## src/rtl/data_cache_ctrl.sv

```systemverilog
// Direct-mapped, write-through, no-write-allocate data cache controller.
// One-word lines; read misses fill from DRAM, all stores go to DRAM.
module data_cache_ctrl #(
    parameter int ADDR_W = 12,
    parameter int WORD_W = 32,
    parameter int LINES  = 16
) (
    input  logic                clk,
    input  logic                reset,
    input  logic [ADDR_W-1:0]   cpu_addr,
    input  logic                cpu_req,
    input  logic                cpu_rw,
    input  logic [WORD_W-1:0]   cpu_wdata,
    input  logic [WORD_W/8-1:0] cpu_byte_en,
    output logic [WORD_W-1:0]   cpu_rdata,
    output logic                cpu_ready,
    output logic                mem_req,
    output logic                mem_we,
    output logic [ADDR_W-1:0]   mem_addr,
    output logic [WORD_W-1:0]   mem_wdata,
    output logic [WORD_W/8-1:0] mem_byte_en,
    input  logic [WORD_W-1:0]   mem_rdata,
    input  logic                mem_ack
);

    localparam int INDEX_W = $clog2(LINES);
    localparam int TAG_W   = ADDR_W - INDEX_W - 2;
    localparam int BE_W    = WORD_W / 8;

    typedef enum logic [1:0] {
        IDLE,
        FILL,
        WRITE
    } state_t;

    state_t             state;
    logic               mem_req_q;
    logic               mem_we_q;
    logic [LINES-1:0]   valid;
    logic [TAG_W-1:0]   tag_mem  [LINES];
    logic [WORD_W-1:0]  data_mem [LINES];

    logic [INDEX_W-1:0] index;
    logic [TAG_W-1:0]   tag;
    logic               hit;

    assign index = cpu_addr[INDEX_W+1:2];
    assign tag   = cpu_addr[ADDR_W-1:INDEX_W+2];
    assign hit   = valid[index] && (tag_mem[index] == tag);

    // Controller FSM; DRAM request/write strobes are registered alongside the state
    always_ff @(posedge clk) begin
        if (reset) begin
            state     <= IDLE;
            valid     <= '0;
            mem_req_q <= 1'b0;
            mem_we_q  <= 1'b0;
        end else begin
            case (state)
                IDLE: begin
                    if (cpu_req) begin
                        if (cpu_rw) begin
                            state     <= WRITE;
                            mem_req_q <= 1'b1;
                            mem_we_q  <= 1'b1;
                        end else if (!hit) begin
                            state     <= FILL;
                            mem_req_q <= 1'b1;
                            mem_we_q  <= 1'b0;
                        end
                    end
                end
                FILL: begin
                    if (mem_ack) begin
                        valid[index] <= 1'b1;
                        state        <= IDLE;
                        mem_req_q    <= 1'b0;
                    end
                end
                WRITE: begin
                    if (mem_ack) begin
                        state     <= IDLE;
                        mem_req_q <= 1'b0;
                        mem_we_q  <= 1'b0;
                    end
                end
                default: begin
                    state     <= IDLE;
                    mem_req_q <= 1'b0;
                    mem_we_q  <= 1'b0;
                end
            endcase
        end
    end

    // Tag/data arrays: line fill on read-miss completion, byte merge on write hit
    always_ff @(posedge clk) begin
        if (!reset && mem_ack) begin
            if (state == FILL) begin
                tag_mem[index]  <= tag;
                data_mem[index] <= mem_rdata;
            end else if (state == WRITE && hit) begin
                for (int unsigned b = 0; b < BE_W; b++) begin
                    if (cpu_byte_en[b]) begin
                        data_mem[index][b*8 +: 8] <= cpu_wdata[b*8 +: 8];
                    end
                end
            end
        end
    end

    // CPU-side handshake: read hits answer in the same cycle, writes complete on DRAM ack
    always_comb begin
        cpu_ready = 1'b0;
        cpu_rdata = '0;
        if (!reset && cpu_req) begin
            case (state)
                IDLE: begin
                    if (!cpu_rw && hit) begin
                        cpu_ready = 1'b1;
                        cpu_rdata = data_mem[index];
                    end
                end
                WRITE: begin
                    if (mem_ack) begin
                        cpu_ready = 1'b1;
                    end
                end
                default: begin
                    cpu_ready = 1'b0;
                end
            endcase
        end
    end

    // DRAM side: address is the held CPU address with the byte offset masked off
    always_comb begin
        mem_req     = mem_req_q;
        mem_we      = mem_we_q;
        mem_addr    = cpu_addr & ~ADDR_W'(3);
        mem_wdata   = mem_we_q ? cpu_wdata : '0;
        mem_byte_en = mem_we_q ? cpu_byte_en : '0;
    end

endmodule

```

## config.mk

```make
export PLATFORM = sky130hd
export DESIGN_NAME = data_cache_ctrl
export DESIGN_NICKNAME = d
export VERILOG_FILES = /design/src/rtl/data_cache_ctrl.sv
export SDC_FILE = /design/constraint.sdc
export NUM_CORES = 1
export LEC_CHECK = 0
export ABC_CLOCK_PERIOD_IN_PS = 11700
export CORE_MARGIN = 1.5
export CORE_UTILIZATION = 30
export DETAILED_ROUTE_END_ITERATION = 7
export HOLD_SLACK_MARGIN = 0.05
export PLACE_DENSITY = 0.51
export SLEW_MARGIN = 10
export SYNTH_ARGS = -nofsm -noshare
export SYNTH_HDL_FRONTEND = slang
export SYNTH_SLANG_ARGS = --single-unit
```

## constraint.sdc

```tcl
create_clock -name clk -period 11.7 [get_ports clk]
set_input_delay 1.755 -clock clk [delete_from_list [all_inputs] [get_ports clk]]
set_output_delay 1.755 -clock clk [all_outputs]
set_load 0.01 [all_outputs]
```

==> results_dict.tcl, run 1 <==
set metrics [dict create \
    outcome "complete, no violations" \
    cp-startpoint "cpu_addr[5]" \
    port_buffers 163 \
    viasPerCell 4.77 \
    grt_max_degree 97 \
    finalPower_mw 4.87 \
    worstSetupPathType "primary input to output port" \
    maxCapViolations 0 \
    cts_made_buffers 67 \
    fin_ws_ns 3.76 \
    syn_to_final_growth_pct 20.5 \
    rows 106 \
    htree_levels 3 \
    nFillCells 7779 \
    antenna_found_initial 2 \
    grt_usage_pct 14.3 \
    syn_inst 1216 \
    holdCritStartpoint "valid[12]" \
    clk_latency_ns 0.60 \
    async_reset_ff_share_pct 0 \
    yosysUniqueCellTypes 41 \
    seq_area_um2 18700 \
    multi_input_area_um2 6250 \
    hold_depth 2 \
    layout_worst_path_cycle_share_pct 67.9 \
    fmax_mhz 126 \
    finalSetupViolCount 0 \
    grt_pass1_vias 13000 \
    dieHeight_um 294 \
    ir_drop_mv 0.0897 \
    hpwl_um 37400 \
    setup.worst_path.start_class "primary input" \
    worst_ep_arrival_time_ns 6.19 \
    hold_viol_final 0 \
    drtIter0Drc 1175 \
    clk_pin_slew_worst_paths_ns 0.06 \
    synth_area_per_cell_um2 20.9 \
    cp-end-kind "output port" \
    seq_area_frac_synth_pct 73.4 \
    die_x_um 294 \
    nNetsFinal 1506 \
    place_ws_ns 3.75 \
    die_area_um2 86500 \
    leakage_nw 9.52 \
    finalSetupTns_ns 0 \
    drc 0 \
    hold_path_class "flip-flop to flip-flop" \
    postCtsHoldBufs 0 \
    drv_slew 0 \
    synth_flop_cell "edfxtp_1" \
    timing.rr.start "tag_mem[7][1]" \
    drive_gt1_share_pct 25.5 \
    cts_resized 0 \
    drtAntennaViolNets 0 \
    cts_buffer_depth 3 \
    clock-sinks 628 \
    r2r_cells 7 \
    rsz0062_at_grt "no" \
    detailroute.via_count 12400 \
    final_common_cell "edfxtp_1" \
    cp_max_fo 48 \
    finClkSkew_ns 0.0265 \
    root_buffer "clkbuf_16" \
    first_pass_iters 5 \
    synth_area_um2 25400 \
    drt_wl_total_um 61500 \
    grt_pass1_wl_um 88800 \
    worst_slew_pin_slew_ns 1.29 \
    io_pins 168 \
    ys_ff_latch 628 \
    start_util_pct 30.3 \
    synth-edff-count 608 \
    core_um2 83800 \
    gp_congestion 0.729 \
    critPathRequiredTime_ns 9.95 \
    yosys_warnings 0 \
    cts_tree "done" \
    grt.overflow.total 0 \
    cts_setup_buffers 0 \
    power-per-cell-area_nw_per_um2 159 \
    antennaDiodeCount 0 \
    wl_per_cell_um 23.6 \
    final_cell_mix "edfxtp_1 (608), mux4_2 (181), clkdlybuf4s50_1 (159)" \
    post-route-util_pct 36.5 \
    max_slew_margin_pct 14.0 \
    min_period_ns 7.94 \
]
[flip-flops by register name (all words and copies together), names as in the netlist]
register  count
data_mem    512
tag_mem      96
valid        16
state         2
mem_req       1
mem_we        1
[path summary, 6_finish.rpt]
check,slack [ns],endpoint
worst min-delay path,0.48,valid[12]
worst max register to register,7.09,data_mem[10][30]
worst max-delay path,3.76,cpu_rdata[18]
worst min register to register,0.48,valid[12]
[stage by stage]
stage	hold WS, ns	cells	cell area, µm²
finish	0.475	2600	30600
global route	0.497	2600	30600
CTS	0.473	2600	30600
detailed placement	0.463	2483	28400
global placement	0.461	2483	28400
floorplan	0.449	1217	25400
[cell type report]
type	instances	area share, %
clock inverter	26	1.02
clock buffer	91	6.05
multi-input combinational	485	20.4
timing repair buffer	216	6.67
inverter	20	0.245
tap	1134	4.63
sequential	628	60.9
[worst max-delay path, stage by stage]
cell             delay [ns]
buf_4                  0.26
buf_4                  0.74
mux4_2                 0.42
mux4_2                 0.47
xnor2_1                0.32
nand3_1                0.21
a21oi_4                0.26
nand3_2                0.49
buf_4                  0.44
nor2b_1                0.17
clkdlybuf4s50_1        0.56
[synthesized netlist by cell type, drive strengths merged (3+ instances only)]
cell	n	area share [%]
edfxtp	608	72
mux4	185	16
a21oi	67	1.4
clkbuf	43	0.64
buf	41	1.1
and2	38	0.94
nor2b	38	0.94
mux2	37	1.8
nor2	21	0.31
dfxtp	20	1.6
inv	20	0.30
o22ai	18	0.44
nand2	16	0.24
mux2i	14	0.55
nand2b	7	0.17
nand3	7	0.14
nand4	6	0.25
o21ai	4	0.079
xnor2	4	0.14
ha	3	0.15
xor2	3	0.10
[routing by layer]
metal / vias up / GRT usage, % / share of wire (%)
met5: - / 0 / 0
met1: 6611 / 20.2 / 46
met4: 0 / 3.81 / 1.6
met3: 73 / 2.38 / 4.7
met2: 305 / 22.8 / 48
li1: 5411 / - / -
[kinds of logic (layout without fill, tap and decap cells)]
| kind of cell | Yosys count | after routing | synth area share [%] |
|---|---|---|---|
| xor+xnor | 7 | 7 | 0.241 |
| other cells | 1 | 2 | 0.0148 |
| buf+inv | 104 | 353 | 2.04 |
| fa+ha+maj | 3 | 3 | 0.148 |
| compound gates | 97 | 97 | 2.16 |
| simple gates | 140 | 140 | 3.17 |
| mux | 236 | 236 | 18.8 |
| flops | 628 | 628 | 73.4 |
[power breakdown]
group | internal, mW | leakage [nW] | switching (mW)
Clock | 1.26 | 1.05 | 0.844
Combinational | 0.141 | 2.85 | 0.146
Sequential | 2.47 | 5.63 | 0.00903
Total | 3.88 | 9.52 | 0.998
No activity file was read; power rests on OpenSTA's default activity.
==> inputs of run 2 (changes only) <==
--- a/config.mk
+++ b/config.mk
@@ -5,7 +5,7 @@
 export SDC_FILE = /design/constraint.sdc
 export NUM_CORES = 1
 export LEC_CHECK = 0
-export ABC_CLOCK_PERIOD_IN_PS = 11700
+export ABC_CLOCK_PERIOD_IN_PS = 8200
 export CORE_MARGIN = 1.5
 export CORE_UTILIZATION = 30
 export DETAILED_ROUTE_END_ITERATION = 7
==> constraint.sdc (replaced) <==
create_clock -name clk -period 8.2 [get_ports clk]
set_input_delay 1.23 -clock clk [delete_from_list [all_inputs] [get_ports clk]]
set_output_delay 1.23 -clock clk [all_outputs]
set_load 0.01 [all_outputs]
==> run 2 against run 1 <==
Combinational power up 42%; flip-flop and latch count unchanged; core utilization up 0.085 points; worst setup slack worse by 2.4 ns; register-to-register slack worse by 3.6 ns; critical path type unchanged; global-route usage down 0.084 points; first-iteration DRC count down 18%; final cell count up 0.42%; via count up 0.15%; die area unchanged; sequential power up 43%.
==> results_dict.tcl, run 2 (synthesis gave the netlist of run 1 again) <==
set metrics [dict create \
    largest_reg_flops 512 \
    whs_ns 0.476 \
    hold_viol_final 0 \
    first_pass_iters 6 \
    drv_slew 0 \
    drive_gt1_share_pct 26.1 \
    antennaDiodeCount 0 \
    finalSetupViolCount 0 \
    clk_pin_slew_worst_paths_ns 0.06 \
    start_util_pct 30.3 \
    wl_per_cell_um 23.5 \
    hold_path_class "flip-flop to flip-flop" \
    gp_congestion 0.734 \
    grt_pass1_vias 13000 \
    critPathRequiredTime_ns 6.97 \
    htree_levels 3 \
    reg_top3 "data_mem (512), tag_mem (96), valid (16)" \
    outcome "complete, no violations" \
    crit_family "buffers and inverters" \
    holdCritStartpoint "valid[2]" \
    final_common_cell "edfxtp_1" \
    die_area_um2 86500 \
    cp.buffers_inverters 3 \
    drc 0 \
    grt_max_degree 66 \
    rsz0062_at_grt "no" \
    antenna_found_initial 2 \
    cp_max_fo 56 \
    path_depth 10 \
    cts_made_buffers 67 \
    r2r-end "data_mem[2][21]" \
    seq_area_um2 18700 \
    io_pins 168 \
    postCtsHoldBufs 0 \
    slowest_delay_ns 0.65 \
    syn_to_final_growth_pct 20.7 \
    rows 106 \
    maxCapViolations 0 \
    drtIter0Drc 966 \
    grt_usage_pct 14.2 \
    worst_slew_pin_slew_ns 1.25 \
    hold_depth 2 \
    cpMaxStageDelayCell "mux4_1" \
    fmax_mhz 147 \
    nNetsFinal 1516 \
    setup.worst_path.start_class "primary input" \
    cts_resized 0 \
    hpwl_um 37500 \
    finClkSkew_ns 0.0287 \
    fin_ws_ns 1.38 \
    layout_worst_path_cycle_share_pct 83.2 \
    place_area_um2 28500 \
    clk_latency_ns 0.60 \
    die_x_um 294 \
    largest-register "data_mem" \
    timing.rr.start "tag_mem[7][1]" \
    detailroute.via_count 12400 \
    dieHeight_um 294 \
    cts_buffer_depth 3 \
    min_period_ns 6.82 \
    design_area_um2 30700 \
    power-per-cell-area_nw_per_um2 227 \
    grt_pass1_wl_um 88500 \
    multi_input_area_um2 6250 \
    port_buffers 163 \
    clock-sinks 628 \
    finalPower_mw 6.95 \
    grt.overflow.total 0 \
    root_buffer "clkbuf_16" \
    max_slew_margin_pct 16.4 \
    r2r_cells 7 \
    leakage_nw 9.59 \
    place_ws_ns 1.35 \
    drt_wl_total_um 61400 \
    cts_setup_buffers 0 \
    finalSetupTns_ns 0 \
    worstSetupPathType "primary input to output port" \
    cp-end-kind "output port" \
    core_um2 83800 \
    drtAntennaViolNets 0 \
    path_cells "buf_6, mux4_1, mux4_2, xnor2_1, nand3_1, a21oi_4, nand3_2, buf_4, nor2b_1, clkdlybuf4s50_1" \
    ir_drop_mv 0.145 \
    hold_end "valid[2]" \
    nFillCells 7729 \
    r2r_slack_ns 3.45 \
    final_cell_mix "edfxtp_1 (608), mux4_2 (181), clkdlybuf4s50_1 (159)" \
    cts_tree "done" \
    worst_ep_arrival_time_ns 5.59 \
    viasPerCell 4.76 \
]
==> run 2: cell types whose count changed in the layout (fill, tap and decap cells not counted), sizes merged <==
cell,delta
bufinv,-1
buf,+10
clkinvlp,-1
clkinv,+6
clkbuf,-1
inv,-2
==> run 2: where the power goes <==
part	switching [mW]	internal (mW)	total [mW]
sequential	0.0128	3.53	3.54
clock	1.20	1.80	3.01
combinational	0.207	0.200	0.407
==> run 2: metrics by stage <==
| step | instances | util, % |
|---|---|---|
| 2_1_floorplan | 1217 | - |
| 3_3_place_gp | 2492 | 34.0 |
| 3_5_place_dp | 2492 | 34.0 |
| 4_1_cts | 2610 | 36.6 |
| 5_1_grt | 2611 | 36.6 |
| 6_report | 2611 | 36.6 |
==> run 2: worst max path at each step <==
stage | slack (ns) | to | start
after floorplan | 3.21 | cpu_rdata[0] | cpu_addr[2]
after global placement | 1.32 | cpu_rdata[30] | cpu_addr[3]
after detailed placement | 1.35 | cpu_rdata[30] | cpu_addr[3]
after CTS | 1.32 | cpu_rdata[30] | cpu_addr[3]
after global routing | 1.12 | cpu_rdata[31] | cpu_addr[3]
final | 1.38 | cpu_rdata[30] | cpu_addr[3]
==> run 2: area by class of cell <==
cell class,count,share of cell area (%)
clock buffers,90,6.16
well taps,1134,4.62
repair buffers,226,6.86
clock inverters,28,0.934
inverters,20,0.245
multi-input cells,485,20.4
flip-flops and latches,628,60.8
==> run 2: layer usage <==
metal	vias up	global-route usage, %	routed length (µm)
met2	336	23.0	29400
li1	5431	-	-
met4	2	4.14	1220
met1	6569	19.7	27700
met3	80	2.42	2980
met5	-	0	13
==> run 2: worst reg2reg max path: stages (launching register included) <==
cell and delay (ns):
edfxtp_1 0.34, mux4_1 0.52, mux4_2 0.49, xnor2_1 0.40, nand3_1 0.24, a21oi_4 0.30, nand4_2 0.76, a21oi_1 1.29
